==> config.mk <==
export PLATFORM = sky130hd
export DESIGN_NAME = uart_tx
export DESIGN_NICKNAME = d
export VERILOG_FILES = /design/src/rtl/uart_tx_pkg.sv /design/src/rtl/uart_bit_timer.sv /design/src/rtl/uart_tx.sv
export SDC_FILE = /design/constraint.sdc
export NUM_CORES = 1
export LEC_CHECK = 0
export ABC_CLOCK_PERIOD_IN_PS = 4700
export BUFFER_PORTS_ARGS = -buffer_cell sky130_fd_sc_hd__buf_2
export CORE_MARGIN = 5
export CORE_UTILIZATION = 45
export CTS_CLUSTER_DIAMETER = 100
export DETAILED_ROUTE_END_ITERATION = 10
export PLACE_DENSITY = 0.76
export RECOVER_POWER = 100
export SLEW_MARGIN = 40
export SYNTH_ARGS = -nofsm -noshare
export SYNTH_HDL_FRONTEND = slang
export SYNTH_SLANG_ARGS = --single-unit
==> constraint.sdc <==
create_clock -name clk -period 4.7 [get_ports clk]
set_clock_uncertainty 0.1 [all_clocks]
set_input_delay 0 -clock clk [delete_from_list [all_inputs] [get_ports clk]]
set_output_delay 0 -clock clk [all_outputs]
set_load 0.01 [all_outputs]
==> src/rtl/uart_tx_pkg.sv <==
// Shared UART definitions: FSM state encoding, default bit timing and line idle level.
// Also used by uart_rx, so the two ends agree on timing and levels.
package uart_tx_pkg;

   typedef enum logic [2:0] {
      ST_IDLE   = 3'd0,
      ST_START  = 3'd1,
      ST_DATA   = 3'd2,
      ST_PARITY = 3'd3,
      ST_STOP   = 3'd4
   } uart_state_e;

   localparam int   UART_CLKS_PER_BIT_DEF = 10;
   localparam logic UART_IDLE_LEVEL       = 1'b1;

endpackage

==> src/rtl/uart_bit_timer.sv <==
// Bit-period timer: counts 0..CLKS_PER_BIT-1 while enabled and pulses bit_end on the last count.
// Also used by uart_rx.
module uart_bit_timer import uart_tx_pkg::*; #(
   parameter int CLKS_PER_BIT = UART_CLKS_PER_BIT_DEF
) (
   input  logic clk,
   input  logic rst,
   input  logic clear,
   input  logic en,
   output logic bit_end
);

   localparam int CNT_W = (CLKS_PER_BIT > 1) ? $clog2(CLKS_PER_BIT) : 1;
   localparam logic [CNT_W-1:0] LAST = CNT_W'(CLKS_PER_BIT - 1);

   logic [CNT_W-1:0] cnt_q, cnt_d;

   assign bit_end = en && (cnt_q == LAST);

   always_comb begin
      cnt_d = cnt_q;
      if (clear) begin
         cnt_d = '0;
      end else if (en) begin
         cnt_d = bit_end ? '0 : cnt_q + CNT_W'(1);
      end
   end

   always_ff @(posedge clk) begin
      if (rst) cnt_q <= '0;
      else     cnt_q <= cnt_d;
   end

endmodule

==> src/rtl/uart_tx.sv <==
// UART transmitter: start bit, LSB-first data, optional parity, 1-2 stop bits.
// All outputs come straight from flops; tx_o is computed from the next state so the line never glitches.
//
// state     | meaning
// ST_IDLE   | line high, ready for a byte
// ST_START  | start bit (low)
// ST_DATA   | data bits, LSB first
// ST_PARITY | parity bit (PARITY_EN only)
// ST_STOP   | stop bit(s) high
module uart_tx import uart_tx_pkg::*; #(
   parameter int CLKS_PER_BIT = UART_CLKS_PER_BIT_DEF,
   parameter int DATA_BITS    = 8,
   parameter int PARITY_EN    = 0,
   parameter int PARITY_ODD   = 0,
   parameter int STOP_BITS    = 1
) (
   input  logic                 clk,
   input  logic                 rst,
   input  logic [DATA_BITS-1:0] data_i,
   input  logic                 tx_start_i,
   output logic                 tx_ready_o,
   output logic                 tx_o,
   output logic                 tx_busy_o,
   output logic                 tx_done_o
);

   uart_state_e          state_q, state_d;
   logic [DATA_BITS-1:0] shift_q, shift_d;
   logic [2:0]           bit_cnt_q, bit_cnt_d;
   logic                 par_q, par_d;
   logic                 tx_q, tx_d;
   logic                 ready_q, ready_d;
   logic                 busy_q, busy_d;
   logic                 done_q, done_d;
   logic                 accept;
   logic                 bit_end;

   assign accept = (state_q == ST_IDLE) && tx_start_i;

   uart_bit_timer #(
      .CLKS_PER_BIT(CLKS_PER_BIT)
   ) u_bit_timer (
      .clk     (clk),
      .rst     (rst),
      .clear   (accept),
      .en      (state_q != ST_IDLE),
      .bit_end (bit_end)
   );

   always_comb begin
      state_d   = state_q;
      shift_d   = shift_q;
      bit_cnt_d = bit_cnt_q;
      par_d     = par_q;
      tx_d      = tx_q;
      done_d    = 1'b0;
      unique case (state_q)
         ST_IDLE: begin
            tx_d = UART_IDLE_LEVEL;
            if (accept) begin
               shift_d   = data_i;
               par_d     = (^data_i) ^ (PARITY_ODD != 0);
               bit_cnt_d = '0;
               state_d   = ST_START;
               tx_d      = ~UART_IDLE_LEVEL;
            end
         end
         ST_START: begin
            if (bit_end) begin
               state_d = ST_DATA;
               tx_d    = shift_q[0];
            end
         end
         ST_DATA: begin
            if (bit_end) begin
               shift_d = shift_q >> 1;
               if (bit_cnt_q == 3'(DATA_BITS - 1)) begin
                  bit_cnt_d = '0;
                  if (PARITY_EN != 0) begin
                     state_d = ST_PARITY;
                     tx_d    = par_q;
                  end else begin
                     state_d = ST_STOP;
                     tx_d    = UART_IDLE_LEVEL;
                  end
               end else begin
                  bit_cnt_d = bit_cnt_q + 3'd1;
                  tx_d      = shift_q[1];
               end
            end
         end
         ST_PARITY: begin
            if (bit_end) begin
               state_d = ST_STOP;
               tx_d    = UART_IDLE_LEVEL;
            end
         end
         ST_STOP: begin
            tx_d = UART_IDLE_LEVEL;
            if (bit_end) begin
               if (bit_cnt_q == 3'(STOP_BITS - 1)) begin
                  bit_cnt_d = '0;
                  state_d   = ST_IDLE;
                  done_d    = 1'b1;
               end else begin
                  bit_cnt_d = bit_cnt_q + 3'd1;
               end
            end
         end
         default: begin
            state_d = ST_IDLE;
            tx_d    = UART_IDLE_LEVEL;
         end
      endcase
      ready_d = (state_d == ST_IDLE);
      busy_d  = ~ready_d;
   end

   always_ff @(posedge clk) begin
      if (rst) begin
         state_q   <= ST_IDLE;
         shift_q   <= '0;
         bit_cnt_q <= '0;
         par_q     <= 1'b0;
         tx_q      <= UART_IDLE_LEVEL;
         ready_q   <= 1'b1;
         busy_q    <= 1'b0;
         done_q    <= 1'b0;
      end else begin
         state_q   <= state_d;
         shift_q   <= shift_d;
         bit_cnt_q <= bit_cnt_d;
         par_q     <= par_d;
         tx_q      <= tx_d;
         ready_q   <= ready_d;
         busy_q    <= busy_d;
         done_q    <= done_d;
      end
   end

   assign tx_o       = tx_q;
   assign tx_ready_o = ready_q;
   assign tx_busy_o  = busy_q;
   assign tx_done_o  = done_q;

endmodule

Word level (Yosys, flattened, before mapping). Index checks and enable logic that the tools add are counted.

Bits in registers: 22. Bits of input ports: 11.

Add/sub/neg operators: 2. Equality and inequality tests: 11. Muxes and demuxes: 25. Bitwise logic cells: 3. Reductions and logical operators: 13.

Operators with widths (number): $mux 3 (12); $mux 8 (2); $pmux 8 s2 (1); $pmux 3 s5 (1); $logic_not 3->1 (3); $pmux 3 s3 (1); $ne 2x1->1 const B (4); $eq 3x2->1 const B (2); $eq 3x3->1 const B (2); $mux 1 (6); $reduce_and 3->1 (2); $reduce_bool 3->1 (2); $add 4x1->4 const B (1); $eq 4x4->1 const B (1); $mux 4 (1); $pmux 1 s4 (1); $reduce_and 4->1 (1); $add 3x1->3 const B (1); $eq 3x1->1 const B (1); $not 1->1 (3); $reduce_or 3->1 (1); $logic_and 1x1->1 (2); $ne 2x2->1 const B (1); $reduce_bool 2->1 (1); $reduce_or 2->1 (1).

Logic depth before layout (Yosys ltp).
Depth after elaboration: 6. Gate-level depth with buffers: 7.

By module. Synthesis repeated with hierarchy kept, for this count alone.

Cells, all modules: 131. Area total of the unflattened synthesis: 1192.4 sq um.

Modules (own cells, without submodules): uart_tx (instances 1, cells an instance 108, area each 991.0 sq um, sequential area each 360.3 sq um); uart_bit_timer (instances 1, cells an instance 23, area each 201.4 sq um, sequential area each 80.1 sq um).

Worst setup path after synthesis. OpenSTA, ideal clock, no wires.

Path kind: register -> register. From: reg u_bit_timer.cnt_q[0]. To: reg busy_q, in the netlist tx_busy_o. Setup time: 127 ps. Data arrival time: 1474 ps. Setup slack: 2999 ps. Cell stages (with the launch flop): 7. Path buffers: 1. Period minus slack after synthesis: 1701 ps. Path through: dfxtp_1 > ha_1 > and3b_1 > buf_2 > a21oi_1 > o211a_1 > or3_1.

Cells in the longest elaborated chain, start to end: 6. Elaborated cells between the ends (all ways): 9. Classes of those cells: 1 x eq/ne; 5 x mux; 1 x bitwise; 2 x reduce/logical.

Ends and longest elaborated chain: start: declaration (RTL line uart_bit_timer.sv:16) `logic [CNT_W-1:0] cnt_q, cnt_d;`; start signal: assignment (RTL line uart_bit_timer.sv:31) `else cnt_q <= cnt_d;`; $eq 4x4->1 * (RTL line uart_bit_timer.sv:18) `assign bit_end = en && (cnt_q == LAST);`; $logic_and 1x1->1 * (RTL line uart_bit_timer.sv:18); $mux 3, on equally long branches; $pmux 3 s5 * (RTL line uart_tx.sv:57) `unique case (state_q)`; $logic_not 3->1 * (RTL line uart_tx.sv:115) `ready_d = (state_d == ST_IDLE);`; $not 1->1 * (RTL line uart_tx.sv:116) `busy_d = ~ready_d;`; end signal: assignment (RTL line uart_tx.sv:136) `busy_q <= busy_d;`; end: declaration (RTL line uart_tx.sv:33) `logic busy_q, busy_d;`.

Mark *: on every way between the ends. The rest lies on a longest branch, timed or not. A chain may end at the register's enable or synchronous reset.

Worst setup path after layout.
From: reg u_bit_timer.cnt_q[0]. To: reg shift_q[3].

Cells in the longest elaborated chain, start to end: 4.

Ends and longest elaborated chain: $eq 4x4->1 (RTL line uart_bit_timer.sv:18); $logic_and 1x1->1 (RTL line uart_bit_timer.sv:18); $ne 2x1->1 (no line); $reduce_and 3->1 (no line); end signal: assignment (RTL line uart_tx.sv:131) `shift_q <= shift_d;`; end: declaration (RTL line uart_tx.sv:28) `logic [DATA_BITS-1:0] shift_q, shift_d;`.

No other way between the ends.

==> impl_metrics.py <==
metrics = {
    "status": {
        "status": "complete, but fails checks",
        "violations": "max-capacitance violations, max-slew violations",
    },
    "logic_synthesis": {
        "synthMostInstantiatedCell": "dfxtp_1",
        "ys_types": 39,
        "synth_fp_nets": 148,
        "ys_ff_latch": 22,
        "yosysTopAreaCell": "dfxtp_1",
        "seq_area_frac_synth_pct": 38.85,
        "syn_area_mm2": 0.001134,
        "netlist_instances": 132,
        "synthTopCellsByCount": "22 x dfxtp_1, 18 x nand2_1, 14 x nor2_1",
        "synth_edf_count": 0,
        "synthTopCellsByArea": "dfxtp_1 39%, a311oi_1 6.2%, nand2_1 6.0%",
        "avgSynthCellArea_um2": 8.588,
        "postSynth.asyncResetShare_pct": 0,
        "synthFlopType": "dfxtp_1",
        "yosysWarnings": 0,
        "synth_top_area_share_pct": 38.85,
    },
    "clock_network": {
        "cts.sinks": 22,
        "clkSlewWorstSetupHoldPaths_ns": 0.11,
        "root_buffer": "clkbuf_4",
        "cts_tree": "built",
        "numCtsBuffers": 3,
        "clk_latency_ns": 0.30,
        "cts_buffer_depth": 2,
        "cts_setup_buffers": 0,
        "cts_max_level": 1,
    },
    "floorplan": {
        "initial_core_util_pct": 46.60,
        "die_x_um": 60.19,
        "die-area_mm2": 0.003623,
        "die_y_um": 60.19,
        "placementRows": 18,
        "ios": 15,
        "core-area_mm2": 0.002432,
    },
    "placed_design": {
        "hpwlAfterDp_um": 1603,
        "dp_slack_ns": 2.787,
        "postPlaceCellArea_mm2": 0.001189,
        "dp.cells": 168,
        "gp_congestion": 0.7711,
        "port_buffers": 14,
    },
    "setup_path": {
        "required_ns": 4.82,
        "cp_max_fo": 16,
        "endpoint_kind": "flop",
        "critPathKind": "flop to flop",
        "critPathLaunchType": "flop",
        "cp.arrival_ns": 2.77,
    },
    "finish": {
        "area_growth_pct": 13.58,
        "drive_gt1_share_pct": 9.934,
        "final_cells": 181,
        "design_area_mm2": 0.001287,
        "nets": 169,
        "antenna_cells": 0,
    },
    "detailed_routing": {
        "firstDrtPassIters": 4,
        "routed_wl_um": 2295,
        "wire_per_inst_um": 12.68,
        "route.detailed.vias_per_inst": 5.536,
        "drc": 0,
        "via_count": 1002,
        "postRouteAntennaNets": 0,
        "first_iter_violations": 40,
    },
    "sta": {
        "finalHoldViolCount": 0,
        "setup_tns_ns": 0,
        "setup_viol": 0,
        "rsz0062_at_grt": "no",
        "worst_slew_pin_slew_ns": 1.665,
        "report.final.slew_viol_count": 17,
        "min_period_ns": 2.655,
        "setup_ws_ns": 2.045,
        "timing.fmax_mhz": 376.7,
        "relSlewSlack_pct": -11.69,
        "whs_ns": 0.3838,
        "min_period_over_period_pct": 56.48,
    },
    "global_route": {
        "grt_pass1_vias": 913,
        "gr-total-overflow": 0,
        "grt_pass1_wl_um": 3898,
        "antenna_found_initial": 0,
        "grt_max_degree": 21,
        "grt_usage_pct": 14.42,
    },
    "run": {
        "drv_cap": 1,
    },
    "worst_hold_path": {
        "min_path_type": "flop to flop",
    },
    "pwr": {
        "leakage_nw": 0.5023,
        "ir_drop_mv": 0.1651,
        "cellPowerDensity_mw_per_mm2": 253.6,
    },
}
layer usage:
| metal | part of all wire [%] | track usage [%] | up-vias | routed length [um] |
|---|---|---|---|---|
| met5 | 0 | 0 | - | 0 |
| met4 | 2.3 | 8.228 | 0 | 52 |
| met3 | 4.2 | 3.888 | 4 | 96 |
| met2 | 43 | 21.30 | 16 | 988 |
| met1 | 50 | 18.68 | 460 | 1157 |
| li1 | - | - | 522 | - |
where the power goes:
group	switching, mW	internal [mW]	total [mW]
Combinational	0.0209	0.0200	0.0409
Clock	0.0530	0.0300	0.0830
Sequential	0.00719	0.195	0.203
sequential cells by signal, indices dropped and copies added, names as in the netlist:
| register | count |
|---|---|
| tx_o | 1 |
| tx_busy_o | 1 |
| tx_done_o | 1 |
| shift_q | 8 |
| u_bit_timer.cnt_q | 4 |
| bit_cnt_q | 3 |
| tx_ready_o | 1 |
| state_q | 3 |
cells by family after synthesis:
kind of cell               Yosys count  synth area share, %
and+or+nand+nor                     59                26.49
AOI/OAI and AO/OA                   32                21.97
DFF                                 22                38.85
buffers and inverters               13                6.291
adders and majority gates            5                5.519
muxes                                1               0.8830
cell usage in the layout (no fill, tap or decap), drive strengths merged, types with 2 or more instances in the layout:
master and count:
nor3 8, nand3b 2, o21ai 6, nor2 14, dfxtp 22, ha 5
nand3 3, nand2 18, or3b 2, a21oi 5, nor4 2, clkbuf 7
a211oi 2, a311oi 8, nor3b 4, o31ai 2, dlygate4sd3 10, inv 5
buf 10
path summary, 6_finish.rpt:
kind,startpoint,end,slack (ns),cells after the start
max,u_bit_timer.cnt_q[0],shift_q[3],2.05,5
min,shift_q[7],shift_q[6],0.38,2
max reg2reg,u_bit_timer.cnt_q[0],shift_q[3],2.05,5
min reg2reg,shift_q[7],shift_q[6],0.38,2
final cells by class:
class	count	area, um2
inverter	5	18.77
timing repair buffer	24	165.2
multi-input combinational	97	603.1
tap	30	37.54
fill	230	1145
sequential	22	440.4
clock buffer	3	22.52
what timing repair did:
action / 4_1_cts / 5_1_grt
endpoints found under the setup margin: 0 / 0
hold buffers: 10 / 0
endpoints found under the hold margin: 12 / 0
gates resized for setup: 0 / 0
worst max-delay path: stages, from the launching register on:
cell,delay [ns]
dfxtp_1,0.43
ha_1,0.21
nand4b_1,0.10
a211oi_1,1.35
nor2_1,0.07
a311oi_1,0.30
metrics by stage:
| stage | utilization, % | total power [mW] |
|---|---|---|
| floorplan | - | 0.2323 |
| CTS | 53.91 | 0.3327 |
| global placement | 48.87 | 0.2416 |
| detailed placement | 48.87 | 0.2427 |
| global route | 52.93 | 0.3461 |
| finish | 52.93 | 0.3265 |
No activity file was read; power rests on OpenSTA's default activity.
